### src/rtl/alu_uart_pkg.sv
// Shared definitions for the ALU UART command link: header bytes and
// the master state encoding.
package alu_uart_pkg;

    localparam int unsigned BYTE_W = 8;

    localparam logic [BYTE_W-1:0] HDR_A  = 8'h01;
    localparam logic [BYTE_W-1:0] HDR_B  = 8'h02;
    localparam logic [BYTE_W-1:0] HDR_OP = 8'h03;
    localparam logic [BYTE_W-1:0] HDR_R  = 8'h04;

    localparam int unsigned          IDX_W    = 3;
    localparam logic [IDX_W-1:0]     LAST_IDX = 3'd6;

    typedef logic [1:0] mst_state_t;

    localparam mst_state_t ST_IDLE    = 2'd0;
    localparam mst_state_t ST_LOAD    = 2'd1;
    localparam mst_state_t ST_WAIT_TX = 2'd2;
    localparam mst_state_t ST_WAIT_RX = 2'd3;

endpackage

### src/rtl/cmd_timeout_ctr.sv
// Cycle counter for link masters: flags the cycle in which the count being
// registered reaches TIMEOUT-1, so the caller's registered pulse lands
// exactly TIMEOUT cycles after the clear.
module cmd_timeout_ctr #(
    parameter int unsigned TIMEOUT = 1000000
) (
    input  logic clk,
    input  logic rst,
    input  logic i_clear,
    input  logic i_enable,
    output logic o_expired_c
);

    localparam int unsigned      CNT_W    = $clog2(TIMEOUT) + 1;
    localparam logic [CNT_W-1:0] LAST_CNT = CNT_W'(TIMEOUT - 2);

    logic [CNT_W-1:0] cnt_q;
    logic [CNT_W-1:0] cnt_d;

    always_comb begin
        cnt_d = cnt_q;
        if (i_clear) begin
            cnt_d = '0;
        end else if (i_enable) begin
            cnt_d = cnt_q + CNT_W'(1);
        end
    end

    always_ff @(posedge clk or posedge rst) begin
        if (rst) begin
            cnt_q <= '0;
        end else begin
            cnt_q <= cnt_d;
        end
    end

    assign o_expired_c = i_enable && (cnt_q == LAST_CNT);

endmodule

### src/rtl/alu_cmd_master.sv
// Host-side ALU command initiator: sends HDR_A,A,HDR_B,B,HDR_OP,OP,HDR_R
// through a UART TX core, then waits (with timeout) for one result byte.
module alu_cmd_master #(
    parameter int unsigned  N       = 8,
    parameter logic [N-1:0] HDR_A   = N'(alu_uart_pkg::HDR_A),
    parameter logic [N-1:0] HDR_B   = N'(alu_uart_pkg::HDR_B),
    parameter logic [N-1:0] HDR_OP  = N'(alu_uart_pkg::HDR_OP),
    parameter logic [N-1:0] HDR_R   = N'(alu_uart_pkg::HDR_R),
    parameter int unsigned  TIMEOUT = 1000000
) (
    input  logic         clk,
    input  logic         rst,
    input  logic         i_start,
    input  logic [N-1:0] i_A,
    input  logic [N-1:0] i_B,
    input  logic [N-1:0] i_op,
    output logic [N-1:0] o_tx_data,
    output logic         o_tx_start,
    input  logic         i_tx_done,
    input  logic [N-1:0] i_rx_data,
    input  logic         i_rx_valid,
    output logic [N-1:0] o_result,
    output logic         o_result_valid,
    output logic         o_timeout,
    output logic         o_busy
);

    import alu_uart_pkg::*;

    mst_state_t       state_q, state_d;
    logic [IDX_W-1:0] idx_q, idx_d;
    logic [N-1:0]     a_q, a_d, b_q, b_d, op_q, op_d;
    logic [N-1:0]     tx_data_q, tx_data_d;
    logic             tx_start_q, tx_start_d;
    logic [N-1:0]     result_q, result_d;
    logic             result_valid_q, result_valid_d;
    logic             timeout_q, timeout_d;
    logic             busy_q, busy_d;

    logic             done_ok_c;
    logic             last_byte_c;
    logic             ctr_clear_c;
    logic             ctr_en_c;
    logic             expired_c;
    logic [N-1:0]     cur_byte_c;

    // A done pulse alongside our own start pulse cannot belong to this byte.
    assign done_ok_c   = i_tx_done && !tx_start_q;
    assign last_byte_c = (idx_q == LAST_IDX);
    assign ctr_clear_c = (state_q == ST_WAIT_TX) && done_ok_c && last_byte_c;
    assign ctr_en_c    = (state_q == ST_WAIT_RX);

    cmd_timeout_ctr #(
        .TIMEOUT (TIMEOUT)
    ) u_timeout_ctr (
        .clk         (clk),
        .rst         (rst),
        .i_clear     (ctr_clear_c),
        .i_enable    (ctr_en_c),
        .o_expired_c (expired_c)
    );

    always_comb begin
        case (idx_q)
            IDX_W'(0): cur_byte_c = HDR_A;
            IDX_W'(1): cur_byte_c = a_q;
            IDX_W'(2): cur_byte_c = HDR_B;
            IDX_W'(3): cur_byte_c = b_q;
            IDX_W'(4): cur_byte_c = HDR_OP;
            IDX_W'(5): cur_byte_c = op_q;
            IDX_W'(6): cur_byte_c = HDR_R;
            default:   cur_byte_c = '0;
        endcase
    end

    always_ff @(posedge clk or posedge rst) begin
        if (rst) begin
            state_q <= ST_IDLE;
        end else begin
            state_q <= state_d;
        end
    end

    always_comb begin
        state_d = state_q;
        case (state_q)
            ST_IDLE: begin
                if (i_start) begin
                    state_d = ST_LOAD;
                end
            end
            ST_LOAD: begin
                state_d = (idx_q <= LAST_IDX) ? ST_WAIT_TX : ST_IDLE;
            end
            ST_WAIT_TX: begin
                if (done_ok_c) begin
                    state_d = last_byte_c ? ST_WAIT_RX : ST_LOAD;
                end
            end
            ST_WAIT_RX: begin
                if (i_rx_valid || expired_c) begin
                    state_d = ST_IDLE;
                end
            end
            default: state_d = ST_IDLE;
        endcase
    end

    always_comb begin
        idx_d          = idx_q;
        a_d            = a_q;
        b_d            = b_q;
        op_d           = op_q;
        tx_data_d      = tx_data_q;
        tx_start_d     = 1'b0;
        result_d       = result_q;
        result_valid_d = 1'b0;
        timeout_d      = 1'b0;
        busy_d         = (state_d != ST_IDLE);
        case (state_q)
            ST_IDLE: begin
                if (i_start) begin
                    a_d   = i_A;
                    b_d   = i_B;
                    op_d  = i_op;
                    idx_d = '0;
                end
            end
            ST_LOAD: begin
                if (idx_q <= LAST_IDX) begin
                    tx_data_d  = cur_byte_c;
                    tx_start_d = 1'b1;
                end
            end
            ST_WAIT_TX: begin
                if (done_ok_c && !last_byte_c) begin
                    idx_d = idx_q + IDX_W'(1);
                end
            end
            ST_WAIT_RX: begin
                // A result arriving in the expiry cycle takes precedence.
                if (i_rx_valid) begin
                    result_d       = i_rx_data;
                    result_valid_d = 1'b1;
                end else if (expired_c) begin
                    timeout_d = 1'b1;
                end
            end
            default: ;
        endcase
    end

    always_ff @(posedge clk or posedge rst) begin
        if (rst) begin
            idx_q          <= '0;
            a_q            <= '0;
            b_q            <= '0;
            op_q           <= '0;
            tx_data_q      <= '0;
            tx_start_q     <= 1'b0;
            result_q       <= '0;
            result_valid_q <= 1'b0;
            timeout_q      <= 1'b0;
            busy_q         <= 1'b0;
        end else begin
            idx_q          <= idx_d;
            a_q            <= a_d;
            b_q            <= b_d;
            op_q           <= op_d;
            tx_data_q      <= tx_data_d;
            tx_start_q     <= tx_start_d;
            result_q       <= result_d;
            result_valid_q <= result_valid_d;
            timeout_q      <= timeout_d;
            busy_q         <= busy_d;
        end
    end

    assign o_tx_data      = tx_data_q;
    assign o_tx_start     = tx_start_q;
    assign o_result       = result_q;
    assign o_result_valid = result_valid_q;
    assign o_timeout      = timeout_q;
    assign o_busy         = busy_q;

endmodule

### config.mk
export PLATFORM = sky130hd
export DESIGN_NAME = alu_cmd_master
export DESIGN_NICKNAME = d
export VERILOG_FILES = /design/src/rtl/alu_uart_pkg.sv /design/src/rtl/cmd_timeout_ctr.sv /design/src/rtl/alu_cmd_master.sv
export SDC_FILE = /design/constraint.sdc
export NUM_CORES = 1
export LEC_CHECK = 0
export ABC_CLOCK_PERIOD_IN_PS = 1750
export BUFFER_PORTS_ARGS = -buffer_cell sky130_fd_sc_hd__buf_2
export CAP_MARGIN = 40
export CORE_UTILIZATION = 50
export CTS_CLUSTER_DIAMETER = 60
export DETAILED_ROUTE_END_ITERATION = 8
export PLACE_DENSITY = 0.72
export SYNTH_ARGS = -nofsm -noshare
export SYNTH_HDL_FRONTEND = slang
export SYNTH_SLANG_ARGS = --single-unit
### constraint.sdc
create_clock -name clk -period 1.75 [get_ports clk]
set_input_delay 0.175 -clock clk [delete_from_list [all_inputs] [get_ports clk]]
set_output_delay 0.175 -clock clk [all_outputs]
set_load 0.02 [all_outputs]
==> key figures <==
Global route
  • Total routing resource utilization after global routing: 0.2310
  • Remaining Overflow, GRT: 0
  • Initial antenna violation count: 0
  • Via count of the first global-routing pass: 2,496
  • Pin count of the biggest net entering global routing: 71
  • First-pass GRT wire length: approximately 12,000 um

Drt
  • Antenna Nets Post-Route: 0
  • Final wirelength: just under 7000 um
  • Initial DRT Pass Iterations: 4
  • Routed wire length per instance: between 10 and 15 um
  • DRC Markers: 0
  • Iteration-0 DRC Markers: 110
  • Via count normalized by instance count: ~5.4
  • Detailed-route via count: approximately 2,600

Yosys
  • Total nets after synthesis: roughly 370
  • Main combinational cell family by area after synthesis: simple AND/OR/NAND/NOR gates
  • Multiplexer area fraction after synthesis: 0.07948
  • Synthesized flop and latch total: 70
  • Synthesized instance count: about 330
  • Number of warnings issued by yosys: 0
  • Synthesized-area fraction occupied by xor and xnor cells: 0.01080
  • Register area share after synthesis: 0.5401
  • Count of distinct cell types in the synthesized netlist: 38
  • Adder-cell share of the synthesized area: 0.02701
  • Synth Area per Inst: slightly below 10 um2
  • Simple-gate share of the synthesized area: 0.2458
  • Share of the synthesized area in compound gates (AO/OA/AOI/OAI): 0.06944
  • Area of the mapped netlist: about 3200 um2

Finish
  • Syn-to-layout area delta: 19.41%
  • Total inserted antenna cells: 0
  • Layout net count: between 400 and 500
  • Area used by sequential logic in the layout: 1754 um2
  • Area occupied by multi-input gates: between 1000 and 1500 um2
  • Fillers: around 530
  • Layout cells sized above 1: 0.2857
  • Most frequent standard cell in the layout excluding fill and tap cells: nand2_1
  • Post-Route Utilization: 0.6353
  • Post-route cell area: 3872 um2
  • Commonest non-fill, non-tap cells in the layout: 102 x nand2_1, 68 x dfrtp_1, 56 x buf_2, 24 x nand3_1, 17 x o21ai_0

STA
  • Final period utilization: 0.9658
  • Clock skew: between 0.005 and 0.006 ns
  • Final setup margin: 0.05994 ns
  • Relative max-transition margin: 0.6954
  • Time the final worst path needs with I/O delays and setup: approximately 1.7 ns
  • Final setup violating endpoints: 0
  • Worst-margin pin slew: 0.4569 ns
  • Number of hold violations in the final report: 0
  • RSZ-0062 raised after global routing: true
  • Final number of max-transition violations: 0
  • Highest achievable clock rate: between 500 and 600 MHz

Floorplanning
  • Floorplan Core Area: roughly 6100 um2
  • Boundary pin count: 57
  • Die extent in y: around 83 um
  • Area of the die: about 7000 um2
  • Number of placement rows: 28
  • Die Wd: approximately 83 um
  • Starting density of the core: 0.5320

Min path
  • Hold Crit Class: primary input to flop

Setup path
  • Required time of the critical path: roughly 2.0 ns
  • Class of the most critical setup path: flop to flop
  • Critical Path, Cell by Cell: ha_1 > nand4_2 > nor3_2 > nand4_1 > mux2i_1
  • WP data arrival: 1.91 ns
  • Worst setup SP type: flop
  • Crit path max fanout: 5
  • Worst path buffer plus inverter count: 0
  • Kind of cell adding the most delay to the critical path: simple AND/OR/NAND/NOR gates
  • CP Capture Type: flop
  • Max incr delay on CP: about 0.43 ns
  • Slowest stage cell, crit path: dfrtp_1

Job
  • Total of max-cap violations: 0

Power and ir drop
  • Worst IR drop on VDD: between 0.9 and 1 mV
  • Psw: 2.306 mW
  • Power density over the cells: ~1500 nW/um2
  • Leakage power summed over all cells: 1.936 nW
  • Switching portion of total power: 0.3889
  • Portion of total power attributed to sequential cells: 0.465
  • Combinational share of power: 0.363
  • P_int: about 3.6 mW
  • Part of the total power dissipated in the clock network: 0.173
  • Total power consumption of the routed design: a little under 6 mW

CTS
  • # clock sinks: 70
  • Number of levels the H-tree was split into: 3
  • Num CTS Buffers: 9
  • Clock latency on the worst-skew pair: roughly 0.34 ns
  • Number of buffers on the longest clock path: 2
  • Clock transition at the register clock pins on the worst setup and hold paths after CTS: 0.07 ns
  • Master cell of the clock root buffer: clkbuf_8
  • Clock tree from TritonCTS: built

Placed design
  • Buffers on Ports: 56
  • Detailed-placement wirelength estimate: about 4800 um
  • Place WS: 0.01837 ns
  • Cell area reported after detailed placement: 3672 um2
  • Routability cong.: slightly above 0.8

Run status
  • Result of the run: finished, final reports clean
final timing paths:
kind                            slack (ns)                             endpoint                               start  cells past startpoint
worst max-delay path                  0.06  u_timeout_ctr.cnt_q[18]$_DFFE_PP0P_  u_timeout_ctr.cnt_q[1]$_DFFE_PP0P_                      5
worst max register to register        0.06  u_timeout_ctr.cnt_q[18]$_DFFE_PP0P_  u_timeout_ctr.cnt_q[1]$_DFFE_PP0P_                      5
max in group asynchronous             0.95   u_timeout_ctr.cnt_q[0]$_DFFE_PP0P_                                 rst                      4
min in group asynchronous             0.46                   a_q[7]$_DFFE_PP0P_                                 rst                      4
worst min register to register        0.47                   a_q[3]$_DFFE_PP0P_                  a_q[3]$_DFFE_PP0P_                      2
worst min-delay path                  0.02                   b_q[4]$_DFFE_PP0P_                              i_B[4]                      3
stage by stage:
| step | std cells | TNS [ns] | hold slack, ns |
|---|---|---|---|
| detailed placement | 457 | 0 | 0.3069 |
| global placement | 457 | 0 | 0.3071 |
| finish | 474 | 0 | 0.02285 |
| CTS | 471 | 0 | 0.009062 |
| global route | 474 | -0.06923 | 0.02564 |
| floorplan | 327 | 0 | 0.2465 |
power by group through the flow:
stage | clock network, mW | logic (mW) | registers, mW
after global placement | 0 | 2.01 | 2.74
after detailed placement | 0 | 2.08 | 2.77
after CTS | 1.06 | 2.09 | 2.75
after global routing | 1.13 | 2.43 | 2.85
final | 1.02 | 2.15 | 2.76
after floorplan | 0 | 1.33 | 2.84
synth_stat cells:
master | n | area, um2
a211oi_1 | 1 | 7.510
a21oi_1 | 8 | 40.04
a221oi_1 | 1 | 8.760
a22oi_1 | 5 | 37.54
and2_1 | 1 | 6.260
and3_1 | 4 | 25.02
and4_1 | 3 | 26.28
and4bb_2 | 1 | 12.51
buf_2 | 5 | 25.02
buf_6 | 1 | 11.26
clkbuf_1 | 7 | 26.28
dfrtp_1 | 70 | 1752
ha_1 | 7 | 87.58
inv_1 | 7 | 26.28
mux2_2 | 14 | 157.7
mux2i_1 | 10 | 100.1
nand2_1 | 102 | 382.9
nand2b_1 | 2 | 12.51
nand3_1 | 24 | 120.1
nand3_2 | 2 | 20.02
nand3_4 | 1 | 17.52
nand3b_1 | 2 | 15.01
nand4_1 | 3 | 18.77
nand4_2 | 1 | 12.51
nor2_1 | 7 | 26.28
nor2b_1 | 1 | 6.260
nor3_1 | 3 | 15.01
nor3_2 | 1 | 10.01
nor4_1 | 1 | 6.260
nor4_4 | 1 | 21.27
nor4b_1 | 3 | 26.28
nor4bb_1 | 1 | 10.01
o211ai_1 | 2 | 15.01
o21ai_0 | 17 | 85.08
o31ai_1 | 2 | 15.01
o41ai_2 | 1 | 16.27
or3_1 | 1 | 6.260
xnor2_1 | 4 | 35.03
worst min-delay path, stage by stage:
cell     delay [ns]
buf_2          0.07
nand2_1        0.04
nand2_1        0.04
area by class of cell:
type,count,share of cell area
flip-flops and latches,70,0.4530
repair buffers,72,0.1073
well taps,75,0.02423
clock inverters,3,0.003877
clock buffers,10,0.03296
inverters,7,0.007754
multi-input cells,237,0.3709
metal layers:
layer  share of wire  GRT usage  vias to the layer above
li1                -          -                     1263
met1            0.49     0.3212                     1231
met2            0.46     0.3512                       45
met3           0.032    0.04835                       14
met4           0.022    0.09655                        0
met5               0          0                        -
sequential cells by signal (all words and copies together) (netlist names):
signal / count
o_busy: 1
op_q: 8
u_timeout_ctr.cnt_q: 21
o_tx_data: 8
b_q: 8
idx_q: 3
o_result_valid: 1
a_q: 8
o_timeout: 1
o_tx_start: 1
o_result: 8
state_q: 2
logic make-up (layout without fill, tap and decap cells):
family | count (synthesis) | in the layout
compound gates | 37 | 37
xor+xnor | 4 | 4
fa+ha+maj | 7 | 7
buf+inv | 20 | 92
flops | 70 | 70
mux | 24 | 24
simple gates | 165 | 165
what timing repair did:
action / 4_1_cts / 5_1_grt
setup buffers: 0 / 3
hold buffers: 1 / 0
gates resized for setup: 0 / 9
endpoints found under the hold margin: 70 / 0
setup endpoints to repair: 0 / 38
No activity file was read; power rests on OpenSTA's default activity.
